<file path="src/rtl/rs_decode_syndrome_if.sv">
// Symbol-stream input and parallel-syndrome output bundle for rs_decode_syndrome.
// master = symbol source / syndrome sink, slave = the syndrome calculator.
interface rs_decode_syndrome_if #(
    parameter int NSYN = 16
);
    logic                enable;
    logic                in_valid;
    logic                in_sop;
    logic [7:0]          in_data;
    logic [8*NSYN-1:0]   syn;
    logic                syn_valid;
    logic                syn_ready;
    logic                syn_zero;
    logic                seq_err;
    logic                ovf;

    modport master (
        output enable, in_valid, in_sop, in_data, syn_ready,
        input  syn, syn_valid, syn_zero, seq_err, ovf
    );

    modport slave (
        input  enable, in_valid, in_sop, in_data, syn_ready,
        output syn, syn_valid, syn_zero, seq_err, ovf
    );
endinterface

</file>
<file path="src/rtl/rs_decode_syndrome.sv">
// RS(N,K) syndrome calculator over GF(2^8)/0x187: Horner accumulation, one symbol per enabled cycle,
// syndromes registered on the last symbol (visible next cycle). Macro RS_SYN_ZERO_DET_EN builds syn_zero.
module rs_decode_syndrome #(
    parameter int N   = 255,
    parameter int K   = 239,
    parameter int FCR = 0
) (
    input  logic                 i_clk,
    input  logic                 i_rst,
    rs_decode_syndrome_if.slave  io_bus
);
    localparam int         NSYN     = N - K;
    localparam logic [7:0] LAST_CNT = 8'(N - 1);

    typedef enum logic {IDLE = 1'b0, ACCUM = 1'b1} state_t;

    function automatic logic [7:0] gf_xtime(input logic [7:0] a);
        return {a[6:0], 1'b0} ^ (a[7] ? 8'h87 : 8'h00);
    endfunction

    function automatic logic [7:0] gf_alpha_pow(input int e);
        logic [7:0] p;
        p = 8'h01;
        for (int k = 0; k < (e % 255); k++) p = gf_xtime(p);
        return p;
    endfunction

    // With a constant b this collapses to a fixed XOR network.
    function automatic logic [7:0] gf_mul(input logic [7:0] a, input logic [7:0] b);
        logic [7:0] acc;
        logic [7:0] sh;
        acc = 8'h00;
        sh  = a;
        for (int k = 0; k < 8; k++) begin
            if (b[k]) acc = acc ^ sh;
            sh = gf_xtime(sh);
        end
        return acc;
    endfunction

    state_t             r_state;
    state_t             w_state_nxt;
    logic [7:0]         r_cnt;
    logic [8*NSYN-1:0]  r_acc;
    logic [8*NSYN-1:0]  r_syn;
    logic               r_syn_valid;
    logic               r_seq_err;
    logic               r_ovf;

    logic               w_sym;
    logic               w_xfer;
    logic               w_load;
    logic               w_step;
    logic               w_last;
    logic               w_seq_err;
    logic [8*NSYN-1:0]  w_horner;

    assign w_sym  = io_bus.enable & io_bus.in_valid;
    assign w_xfer = io_bus.enable & r_syn_valid & io_bus.syn_ready;

    for (genvar gi = 0; gi < NSYN; gi++) begin : g_horner
        localparam logic [7:0] ROOT = gf_alpha_pow(FCR + gi);
        assign w_horner[8*gi +: 8] = gf_mul(r_acc[8*gi +: 8], ROOT) ^ io_bus.in_data;
    end

    always_ff @(posedge i_clk or posedge i_rst) begin
        if (i_rst) r_state <= IDLE;
        else       r_state <= w_state_nxt;
    end

    always_comb begin
        w_state_nxt = r_state;
        if (w_sym) begin
            case (r_state)
                IDLE:    if (io_bus.in_sop) w_state_nxt = ACCUM;
                ACCUM:   if (!io_bus.in_sop && (r_cnt == LAST_CNT)) w_state_nxt = IDLE;
                default: w_state_nxt = IDLE;
            endcase
        end
    end

    // A sop always restarts the word; in ACCUM that also flags the truncated word.
    always_comb begin
        w_load    = 1'b0;
        w_step    = 1'b0;
        w_last    = 1'b0;
        w_seq_err = 1'b0;
        if (w_sym) begin
            case (r_state)
                IDLE: begin
                    w_load    = io_bus.in_sop;
                    w_seq_err = !io_bus.in_sop;
                end
                ACCUM: begin
                    w_load    = io_bus.in_sop;
                    w_seq_err = io_bus.in_sop;
                    w_step    = !io_bus.in_sop && (r_cnt != LAST_CNT);
                    w_last    = !io_bus.in_sop && (r_cnt == LAST_CNT);
                end
                default: begin
                    w_load    = 1'b0;
                end
            endcase
        end
    end

    // The last symbol's Horner result goes straight to syn; the accumulator is left stale.
    always_ff @(posedge i_clk or posedge i_rst) begin
        if (i_rst) begin
            r_cnt <= 8'd0;
            r_acc <= '0;
        end else if (w_load) begin
            r_cnt <= 8'd1;
            r_acc <= {NSYN{io_bus.in_data}};
        end else if (w_step) begin
            r_cnt <= r_cnt + 8'd1;
            r_acc <= w_horner;
        end else if (w_last) begin
            r_cnt <= 8'd0;
        end
    end

    always_ff @(posedge i_clk or posedge i_rst) begin
        if (i_rst) begin
            r_syn       <= '0;
            r_syn_valid <= 1'b0;
            r_seq_err   <= 1'b0;
            r_ovf       <= 1'b0;
        end else begin
            r_seq_err <= w_seq_err;
            r_ovf     <= w_last & r_syn_valid & ~w_xfer;
            if (w_last) begin
                r_syn       <= w_horner;
                r_syn_valid <= 1'b1;
            end else if (w_xfer) begin
                r_syn_valid <= 1'b0;
            end
        end
    end

`ifdef RS_SYN_ZERO_DET_EN
    logic r_syn_zero;

    always_ff @(posedge i_clk or posedge i_rst) begin
        if (i_rst)       r_syn_zero <= 1'b0;
        else if (w_last) r_syn_zero <= ~|w_horner;
    end

    assign io_bus.syn_zero = r_syn_zero;
`else
    assign io_bus.syn_zero = 1'b0;
`endif

    assign io_bus.syn       = r_syn;
    assign io_bus.syn_valid = r_syn_valid;
    assign io_bus.seq_err   = r_seq_err;
    assign io_bus.ovf       = r_ovf;
endmodule
</file>
<file path="src/flat_wrapper.sv">
// flat-port wrapper written by rule: the top's interface ports become plain ports
module rs_decode_syndrome_flat 
#(
    parameter int N   = 255,
    parameter int K   = 239,
    parameter int FCR = 0
)
  (i_clk, i_rst, io_bus_enable, io_bus_in_valid, io_bus_in_sop, io_bus_in_data, io_bus_syn_ready, io_bus_syn, io_bus_syn_valid, io_bus_syn_zero, io_bus_seq_err, io_bus_ovf);
  rs_decode_syndrome_if io_bus_i ();
  input  logic i_clk;
  input  logic i_rst;
  input wire logic [$bits(io_bus_i.enable)-1:0] io_bus_enable;
  input wire logic [$bits(io_bus_i.in_valid)-1:0] io_bus_in_valid;
  input wire logic [$bits(io_bus_i.in_sop)-1:0] io_bus_in_sop;
  input wire logic [$bits(io_bus_i.in_data)-1:0] io_bus_in_data;
  input wire logic [$bits(io_bus_i.syn_ready)-1:0] io_bus_syn_ready;
  output wire logic [$bits(io_bus_i.syn)-1:0] io_bus_syn;
  output wire logic [$bits(io_bus_i.syn_valid)-1:0] io_bus_syn_valid;
  output wire logic [$bits(io_bus_i.syn_zero)-1:0] io_bus_syn_zero;
  output wire logic [$bits(io_bus_i.seq_err)-1:0] io_bus_seq_err;
  output wire logic [$bits(io_bus_i.ovf)-1:0] io_bus_ovf;
  assign io_bus_i.enable = io_bus_enable;
  assign io_bus_i.in_valid = io_bus_in_valid;
  assign io_bus_i.in_sop = io_bus_in_sop;
  assign io_bus_i.in_data = io_bus_in_data;
  assign io_bus_i.syn_ready = io_bus_syn_ready;
  assign io_bus_syn = io_bus_i.syn;
  assign io_bus_syn_valid = io_bus_i.syn_valid;
  assign io_bus_syn_zero = io_bus_i.syn_zero;
  assign io_bus_seq_err = io_bus_i.seq_err;
  assign io_bus_ovf = io_bus_i.ovf;
  rs_decode_syndrome #(.N(N), .K(K), .FCR(FCR)) u_core (.i_clk(i_clk), .i_rst(i_rst), .io_bus(io_bus_i));
endmodule
</file>
<file path="config.mk">
export PLATFORM = sky130hd
export DESIGN_NAME = rs_decode_syndrome_flat
export DESIGN_NICKNAME = d
export VERILOG_FILES = /design/src/rtl/rs_decode_syndrome_if.sv /design/src/rtl/rs_decode_syndrome.sv /design/src/flat_wrapper.sv
export SDC_FILE = /design/constraint.sdc
export NUM_CORES = 1
export LEC_CHECK = 0
export BUFFER_PORTS_ARGS = -buffer_cell sky130_fd_sc_hd__buf_2
export CAP_MARGIN = 5
export CORE_ASPECT_RATIO = 1.75
export CORE_UTILIZATION = 54
export DETAILED_ROUTE_END_ITERATION = 7
export PLACE_DENSITY = 0.77
export SYNTH_ARGS = -nofsm -noshare
export SYNTH_HDL_FRONTEND = slang
export SYNTH_SLANG_ARGS = --single-unit
</file>
<file path="constraint.sdc">
create_clock -name i_clk -period 9.3 [get_ports i_clk]
set_input_delay 1.86 -clock i_clk [delete_from_list [all_inputs] [get_ports i_clk]]
set_output_delay 1.86 -clock i_clk [all_outputs]
set_load 0.005 [all_outputs]
</file>
==> results_dict.tcl <==
set metrics [dict create \
    globalRouteMet3Util_pct 4.33 \
    synth_flop_cell "dfrtp_1" \
    worst_setup_hold_path_clk_slew_ns 0.07 \
    maxSlewHeadroom_pct 18.7 \
    outcome "finished clean" \
    drive_above_1_share_pct 13.3 \
    maxClockFrequency_ghz 0.214 \
    synthesis.area_sq_mm 0.0147 \
    synth_enable_flop_cells 0 \
    design.portCount 146 \
    initialDrtViolationCount 1039 \
    timing_worst_slew_pin_value_ns 1.22 \
    cp_max_fo 64 \
    worstHoldPathCells 2 \
    worst_setup_path_startpoint "io_bus_in_sop" \
    worst_setup_path_end_kind "flop" \
    synth_area_leaders "dfrtp_1 45%, xnor2_1 15%, nand2_1 6.9%, o21ai_0 6.1%, xor2_1 3.8%" \
    place_hpwl_mm 26.9 \
    grt_max_degree 145 \
    post_synth_num_cell_types 58 \
    count_of_standard_cell_rows 79 \
    grt_util_all_layers_pct 30.0 \
    finalSetupViolCount 0 \
    ys_seq_elements 268 \
    die-width_um 127 \
    cts_hold_repair.buffers 0 \
    seq_area_frac_synth_pct 45.5 \
    globalRouteMet2Util_pct 49.9 \
    cts_sinks 268 \
    seq_power_share_pct 25.4 \
    worstReg2RegStart "u_core.r_cnt[0]" \
    cp.arrival_ns 5.10 \
    worstPathBufferInverterCount 4 \
    detail_route.vias_per_cell 6.14 \
    final_net_count 1607 \
    yosys_warnings 0 \
    regToRegSetupSlack_ns 5.26 \
    max-clock-path-buffers 3 \
    insertion_delay_ns 0.54 \
    detail_route.drc_violations 0 \
    power.leakage_nw 7.49 \
    number_of_vias_in_the_routed_layout 11900 \
    synthToLayoutAreaGrowth_pct 10.9 \
    worst_hold_endpoint "u_core.io_bus.syn[21]" \
    period_minus_slack_ns 4.68 \
    cts.htree.levels 1 \
    antenna_left 0 \
    cts.repair.resized 0 \
    crit_path_cell_trace "buf_2, nand4b_1, a21oi_4, buf_4, buf_4, nor2_4, buf_4, a22oi_1, o311ai_0" \
    fin_setup_tns_ns 0 \
    cts-root-buf "clkbuf_16" \
    cts_post_setup_buffers_inserted 0 \
    cap_violations 0 \
    worst-setup-path-type "in -> reg" \
    power.switching_mw 3.10 \
    p_int_mw 3.88 \
    grt_use_met1_pct 36.0 \
    critical_path_required_ns 9.73 \
    grt_pass1_wl_mm 64.6 \
    asyncSetResetFlopFracSynth_pct 100 \
    chipHeight_um 221 \
    sw_frac_of_total_pct 44.4 \
    post_synth.cell_area_avg_sq_um 9.63 \
    n_antenna_cell 0 \
    timing.hold.worst.class "reg -> reg" \
    hold_violations 0 \
    first_global_vias 11800 \
    fp.dieArea_sq_mm 0.0280 \
    final-max-slew-violation-count 0 \
    synth_top_cell_area_share_pct 45.5 \
    number_of_buffers_created_by_cts 25 \
    tritoncts "yes" \
    grt_antenna_before_repair 0 \
    syn-num-nets 1547 \
    power.clock.fraction_pct 15.2 \
    numPortBuffers 144 \
    max_stage_delay_ns 0.98 \
    critical_path_cell_count 9 \
    initial_core_util_pct 55.3 \
    final_routed_wirelength_mm 41.6 \
    wl_per_cell_um 21.5 \
    ir_worst_vdd_mv 0.232 \
    hold_path_startpoint "u_core.io_bus.syn[21]" \
    synthesis.instances 1531 \
    final_min_period_over_clock_period_pct 50.3 \
    rsz0062_at_grt "false" \
    grt.overflow.total 0 \
    worst-r2r-cell-count 10 \
    critical_path.slowest_cell "nor2_4" \
    top_usage_layer "met2" \
    critPathMostFrequentCell "buf_4" \
    post-synth-top-area-cell "dfrtp_1" \
    placement.cell_area_sq_mm 0.0155 \
    critical-path-top-delay-family "buffers and inverters" \
    final_area_sq_mm 0.0164 \
    post_synth_most_frequent_cells "273 x nand2_1, 268 x dfrtp_1, 252 x xnor2_1, 180 x o21ai_0, 94 x clkbuf_1" \
    timing.rr.end "u_core.r_acc[47]" \
    power_density_mw_per_mm2 427 \
    start_kind "input port" \
    drt_pre_antenna_iters 6 \
    comb_power_share_pct 59.4 \
    core_area_sq_mm 0.0267 \
    global_placement_routability_congestion 0.919 \
    final.setup_skew_ns 0.0143 \
    yosysMostFrequentCell "nand2_1" \
]
-- power by group through the flow --
stage | Sequential, mW | Clock [mW] | Combinational, mW
2_1_floorplan | 1.61 | 0 | 3.34
3_3_place_gp | 1.76 | 0 | 3.97
3_5_place_dp | 1.78 | 0 | 4.07
4_1_cts | 1.76 | 1.08 | 4.11
5_1_grt | 1.80 | 1.12 | 4.41
6_report | 1.77 | 1.06 | 4.15
-- per-layer routing --
metal  vias to the layer above  part of all wire (%)  wire, um
li1                       5331                     -         -
met1                      5719                    37     15500
met2                       622                    48     19900
met3                       180                   7.5      3110
met4                         0                   7.3      3050
met5                         -                     0         0
-- cells in the final DEF (no fill, tap or decap), drive strengths merged, types with 8 or more instances in the layout --
cell,n
a311oi,9
o211ai,15
nor3,10
xor3,8
o221ai,33
a22oi,19
a222oi,16
nand3,26
buf,157
o21ai,182
nor2,39
clkbuf,38
xnor2,254
dfrtp,268
xor2,65
a21oi,63
nand2,273
a221o,16
xnor3,17
inv,28
-- logic make-up (layout without fill, tap and decap cells) --
group	Yosys count	after routing	share of synthesized area (%)
AND/OR/NAND/NOR	368	368	10.1
AO/OA/AOI/OAI	391	391	16.7
XOR/XNOR	344	344	23.1
other	1	1	0.0254
flip-flops	268	268	45.5
adder cells (fa/ha/maj)	2	2	0.170
buffers and inverters	154	230	4.08
multiplexers	3	3	0.305
-- stage by stage --
step | setup slack, ns | hold WS [ns] | power, mW | cells | util (%)
5_1_grt | 4.47 | 0.499 | 7.32 | 1931 | 61.3
3_3_place_gp | 4.27 | 0.453 | 5.73 | 1888 | 58.2
4_1_cts | 4.78 | 0.473 | 6.94 | 1931 | 61.3
3_5_place_dp | 4.21 | 0.454 | 5.84 | 1888 | 58.2
6_report | 4.62 | 0.470 | 6.98 | 1931 | 61.3
2_1_floorplan | 0.0580 | 0.457 | 4.95 | 1531 | -
-- cell type report --
cell class,count,area (sq um)
Tap cell,324,405
Clock inverter,5,77.6
Clock buffer,38,754
Multi-Input combinational cell,1109,7470
Inverter,30,120
Timing Repair Buffer,157,818
Fill cell,2229,10300
Sequential cell,268,6710
-- state kept, by name (all words and copies together) (netlist names) --
name and flops:
u_core.io_bus.syn 128, u_core.io_bus.ovf 1, u_core.io_bus.seq_err 1, u_core.r_state 1
u_core.io_bus.syn_valid 1, u_core.r_acc 128, u_core.r_cnt 8
-- worst max path at each step --
stage | endpoint
detailed placement | u_core.r_acc[47]
finish | u_core.r_acc[47]
CTS | u_core.r_acc[47]
global route | u_core.r_acc[47]
floorplan | u_core.io_bus.ovf
global placement | u_core.r_acc[47]
-- tightest hold or removal path: stages, from the launching register on --
cell and delay, ns:
dfrtp_1 0.34, nand2_1 0.04, o21ai_0 0.06
No activity file was read; power rests on OpenSTA's default activity.
